===== config.mk =====
export PLATFORM = sky130hd
export DESIGN_NAME = seg_scan_driver
export DESIGN_NICKNAME = d
export VERILOG_FILES = /design/src/rtl/seg_scan_driver.sv
export SDC_FILE = /design/constraint.sdc
export NUM_CORES = 1
export LEC_CHECK = 0
export ABC_AREA = 1
export ABC_CLOCK_PERIOD_IN_PS = 1900
export CAP_MARGIN = 20
export CORE_MARGIN = 4
export CORE_UTILIZATION = 32
export CTS_BUF_LIST = sky130_fd_sc_hd__clkbuf_4
export DETAILED_ROUTE_END_ITERATION = 6
export GPL_ROUTABILITY_DRIVEN = 1
export PLACE_DENSITY = 0.6
export SYNTH_ARGS = -nofsm -noshare
export SYNTH_HDL_FRONTEND = slang
export SYNTH_SLANG_ARGS = --single-unit

===== constraint.sdc =====
create_clock -name clk -period 1.9 [get_ports clk]
set_clock_uncertainty 0.2 [all_clocks]
set_input_delay 0.38 -clock clk [delete_from_list [all_inputs] [get_ports clk]]
set_output_delay 0.38 -clock clk [all_outputs]
set_load 0.05 [all_outputs]

===== src/rtl/seg_scan_driver.sv =====
// Time-multiplexed scan driver for the 4-digit BASYS 3 seven-segment display.
// Each digit slot begins with a blanking interval before its anode is strobed.
module seg_scan_driver #(
    parameter int REFRESH_DIV  = 100000,
    parameter int BLANK_CYCLES = 1000,
    parameter int CNT_W        = 17
) (
    input  logic       clk,
    input  logic       reset,
    input  logic       en,
    input  logic       blank_lz,
    input  logic [3:0] Y,
    output logic [1:0] Q,
    output logic [3:0] an,
    output logic [6:0] seg,
    output logic       dp,
    output logic       frame_tick
);

    typedef enum logic {
        ST_BLANK = 1'b0,
        ST_ON    = 1'b1
    } state_t;

    localparam logic [CNT_W-1:0] SLOT_LAST  = CNT_W'(REFRESH_DIV - 1);
    localparam logic [CNT_W-1:0] BLANK_LAST = CNT_W'(BLANK_CYCLES - 1);

    state_t           state, state_nxt;
    logic [CNT_W-1:0] cnt, cnt_nxt;
    logic [1:0]       q_nxt;
    logic [3:0]       an_nxt;
    logic             slot_end;
    logic             lz_hide;

    function automatic logic [6:0] decode(input logic [3:0] v);
        logic [6:0] s;
        case (v)
            4'd0:    s = 7'b1000000;
            4'd1:    s = 7'b1111001;
            4'd2:    s = 7'b0100100;
            4'd3:    s = 7'b0110000;
            4'd4:    s = 7'b0011001;
            4'd5:    s = 7'b0010010;
            4'd6:    s = 7'b0000010;
            4'd7:    s = 7'b1111000;
            4'd8:    s = 7'b0000000;
            4'd9:    s = 7'b0010000;
            default: s = 7'b0111111;
        endcase
        return s;
    endfunction

    function automatic logic [3:0] anode_of(input logic [1:0] sel);
        logic [3:0] a;
        case (sel)
            2'd0:    a = 4'b0111;
            2'd1:    a = 4'b1011;
            2'd2:    a = 4'b1101;
            default: a = 4'b1110;
        endcase
        return a;
    endfunction

    // an is computed from the next-cycle state so that it lines up with the state
    // register; the digit it displays is the Y being captured into seg on that edge.
    always_comb begin
        slot_end  = (cnt == SLOT_LAST);
        cnt_nxt   = slot_end ? '0 : cnt + 1'b1;
        q_nxt     = slot_end ? Q + 2'd1 : Q;
        state_nxt = state;
        case (state)
            ST_BLANK: if (cnt == BLANK_LAST) state_nxt = ST_ON;
            ST_ON:    if (slot_end)          state_nxt = ST_BLANK;
            default:  state_nxt = ST_BLANK;
        endcase
        lz_hide = blank_lz && !q_nxt[0] && (Y == 4'd0);
        an_nxt  = 4'b1111;
        if (en && (state_nxt == ST_ON) && !lz_hide)
            an_nxt = anode_of(q_nxt);
    end

    always_ff @(posedge clk or posedge reset) begin
        if (reset) begin
            cnt        <= '0;
            Q          <= 2'd0;
            state      <= ST_BLANK;
            an         <= 4'b1111;
            seg        <= 7'b1111111;
            dp         <= 1'b1;
            frame_tick <= 1'b0;
        end else begin
            cnt        <= cnt_nxt;
            Q          <= q_nxt;
            state      <= state_nxt;
            an         <= an_nxt;
            seg        <= decode(Y);
            dp         <= 1'b1;
            frame_tick <= slot_end && (Q == 2'd3);
        end
    end

endmodule


==> summary.md <==
| Metric | Value |
|---|---|
| Slowest stage delay, CP | `~360 ps` |
| Grt total ovfl | `0` |
| Setup TNS | `0 ps` |
| Syn_nets | `around 240` |
| Design area | `2320 sq um` |
| Hold Crit Class | `input pin to async pin` |
| Leading cell types by count after synthesis | `nand2_1, inv_1, nor2_1` |
| Top cell type's share of synthesized area | `0.291` |
| Num CTS Buffers | `5` |
| CTS sink count | `32` |
| Hold Buf Count CTS | `0` |
| Critical path, cell by cell | `ha_1 > nand2_2 > nor2_4 > nand2_4 > nor2_4 > nand2_4 > nor2_4 > nand3_1 > nand2_1 > inv_1` |
| Layout Nets | `269` |
| Core area | `between 5000 and 6000 sq um` |
| DRT antenna net count | `0` |
| Pre-antenna DRT Iters | `4` |
| Crit path max fanout | `5` |
| Layout cells sized above 1 | `0.247` |
| Ant diodes | `0` |
| Synth Area in Compound Gates | `0.0603` |
| FFs w/ async S/R, synth | `1.00` |
| Seq/Total Area, Yosys | `0.451` |
| Die X | `between 80 and 90 um` |
| Vias | `between 1000 and 1500` |
| Crit path launch type | `flop` |
| Worst-Skew Late Latency | `340 ps` |
| Simple-gate portion of the synthesized area | `0.328` |
| Synthesized netlist cell count | `around 220` |
| Part of the cycle the worst path needs | `0.910` |
| Max cap viols | `0` |
| Placed cell count | `roughly 320` |
| Post-route DRC violation count | `0` |
| # port buffers | `21` |
| Multiplexer share of the synthesized area | `0` |
| GRT Util Overall | `0.120` |
| Starting density of the core | `0.330` |
| Slowest cell on crit path | `dfrtp_1` |
| Reg area | `815 sq um` |
| Dominant synthesized flop cell | `dfrtp_1` |
| Xor/xnor share of the synthesized area | `0.0243` |
| Fill count | `approximately 570` |
| Largest family of logic cells by synthesized area | `simple AND/OR/NAND/NOR gates` |
| IO Count | `23` |
| Max VDD drop | `about 0.00024 V` |
| RSZ-0062 raised after global routing | `no` |
| Area of the die | `just under 7000 sq um` |
| Largest net degree at the start of global routing | `33` |
| Vias/cell | `between 4 and 5` |
| Most numerous cell in the Yosys netlist | `nand2_1` |
| Initial antenna violation count | `0` |
| Gp weighted congestion | `about 0.90` |
| Final setup fails | `0` |
| Fmax | `approximately 580 MHz` |
| Synthesized-area fraction occupied by adder cells | `0.0485` |
| # rows | `27` |
| Most common cell on crit path | `nor2_4` |
| Post-route insts no fill | `~330` |
| First-pass GRT wire length | `roughly 6700 um` |
| Tmin final | `about 1700 ps` |
| Worst hold slack | `164 ps` |
| Synthesized area per cell | `around 8.1 sq um` |
| Number of enable flip-flop cells after synthesis | `0` |
| CTS root buf | `clkbuf_4` |
| PD cells | `555 nW/um^2` |
| Clock-pin slew on the worst setup and hold paths | `between 100 and 150 ps` |
| Synthesized area | `approximately 1800 sq um` |
| Die Height | `about 83 um` |
| Hold Vio Cnt, Final | `0` |
| Netlist cell types | `28` |
| HPWL after DPL | `between 2000 and 3000 um` |
| LEAKAGE | `~1.1 nW` |
| YS warnings | `0` |
| DRT Wirelength | `about 3700 um` |
| Area occupied by multi-input gates | `between 800 and 900 sq um` |
| Max Slew Vio Count | `0` |
| Dominant cells by area after synthesis | `dfrtp_1, dfstp_2, nand2_1` |
| Crit path DAT | `between 1500 and 2000 ps` |
| Clock Path Buffers | `2` |
| FF+latch count, synth | `32` |
| Iteration-0 DRC Markers | `just under 70` |
| CTS tree | `done` |
| Outcome | `completed` |
| Area delta synth->final | `28.7%` |
| Critical Path RT | `just under 2000 ps` |
| Setup bufs post-CTS | `0` |
| Vias in the first global route | `between 1000 and 1500` |
| Total power | `between 1 and 1.5 mW` |
| Worst setup path class | `flop to flop` |
| Crit. End Element | `flop` |
| Post-DP Area | `about 2300 sq um` |
| Post-synth top area cell | `dfrtp_1` |
| Post-cts sizing count | `0` |
| H-tree levels | `2` |
| Routed length per instance | `between 10 and 15 um` |
## cell usage in the layout, fill, tap and decap left out, drive strengths merged, types with 4 or more instances in the layout
master / Yosys / routed
a21oi: 5 / 5
buf: 1 / 19
clkbuf: 0 / 7
clkdlybuf4s50: 0 / 7
dfrtp: 21 / 21
dfstp: 11 / 11
ha: 7 / 7
inv: 39 / 39
nand2: 49 / 49
nand3: 20 / 20
nand4: 6 / 6
nor2: 33 / 33
nor3: 5 / 5
o21ai: 16 / 16
xor2: 4 / 4
## registers in the layout, summed over array words and instances, names as in the netlist
register    cells
seg             7
cnt            17
state           1
frame_tick      1
an              4
Q               2
## worst paths after layout
| path | startpoint | to | slack [ps] | depth (start not counted) |
|---|---|---|---|---|
| min in group clk | cnt[0] | cnt[0] | 340 | 3 |
| hold / removal | reset | cnt[0] | 160 | 3 |
| hold reg to reg | cnt[0] | cnt[0] | 340 | 3 |
| max in group asynchronous | reset | an[2] | 1090 | 3 |
| setup reg to reg | cnt[0] | cnt[12] | 170 | 10 |
| setup / recovery | cnt[0] | cnt[12] | 170 | 10 |
## report_power, final
part           internal (mW)  switching, mW
registers              0.704         0.0108
clock network          0.171          0.236
logic                 0.0779         0.0917
## kinds of logic after synthesis
| family | after synthesis |
|---|---|
| simple gates | 116 |
| fa+ha+maj | 7 |
| buf+inv | 40 |
| flops | 32 |
| xor+xnor | 5 |
| other cells | 1 |
| compound gates | 21 |
## metrics by stage
step                utilization  setup WS (ps)
finish                    0.425            171
global route              0.425           18.6
CTS                       0.424            119
detailed placement        0.414           87.6
global placement          0.414            144
floorplan                     -            322
## worst max-delay path: cells and delay by family (launching register included)
kind          cells  cell delay, ps
simple gates      8             860
flops             1             360
fa+ha+maj         1             190
buf+inv           1              40
## area by class of cell
| type | instances | share of cell area |
|---|---|---|
| Inverter | 39 | 0.0630 |
| Multi-Input combinational cell | 150 | 0.362 |
| Clock inverter | 1 | 0.00162 |
| Clock buffer | 7 | 0.0226 |
| Sequential cell | 32 | 0.351 |
| Timing Repair Buffer | 26 | 0.162 |
| Tap cell | 72 | 0.0388 |
## routing by layer
layer  vias up  routed length (um)  global-route usage  share of wire
met5         -                   0                   0              0
met4         0                  74              0.0624          0.020
met3         7                 165              0.0357          0.045
met2        26                1690               0.193           0.46
met1       652                1750               0.143           0.48
li1        770                   -                   -              -
No activity file was read; power rests on OpenSTA's default activity.
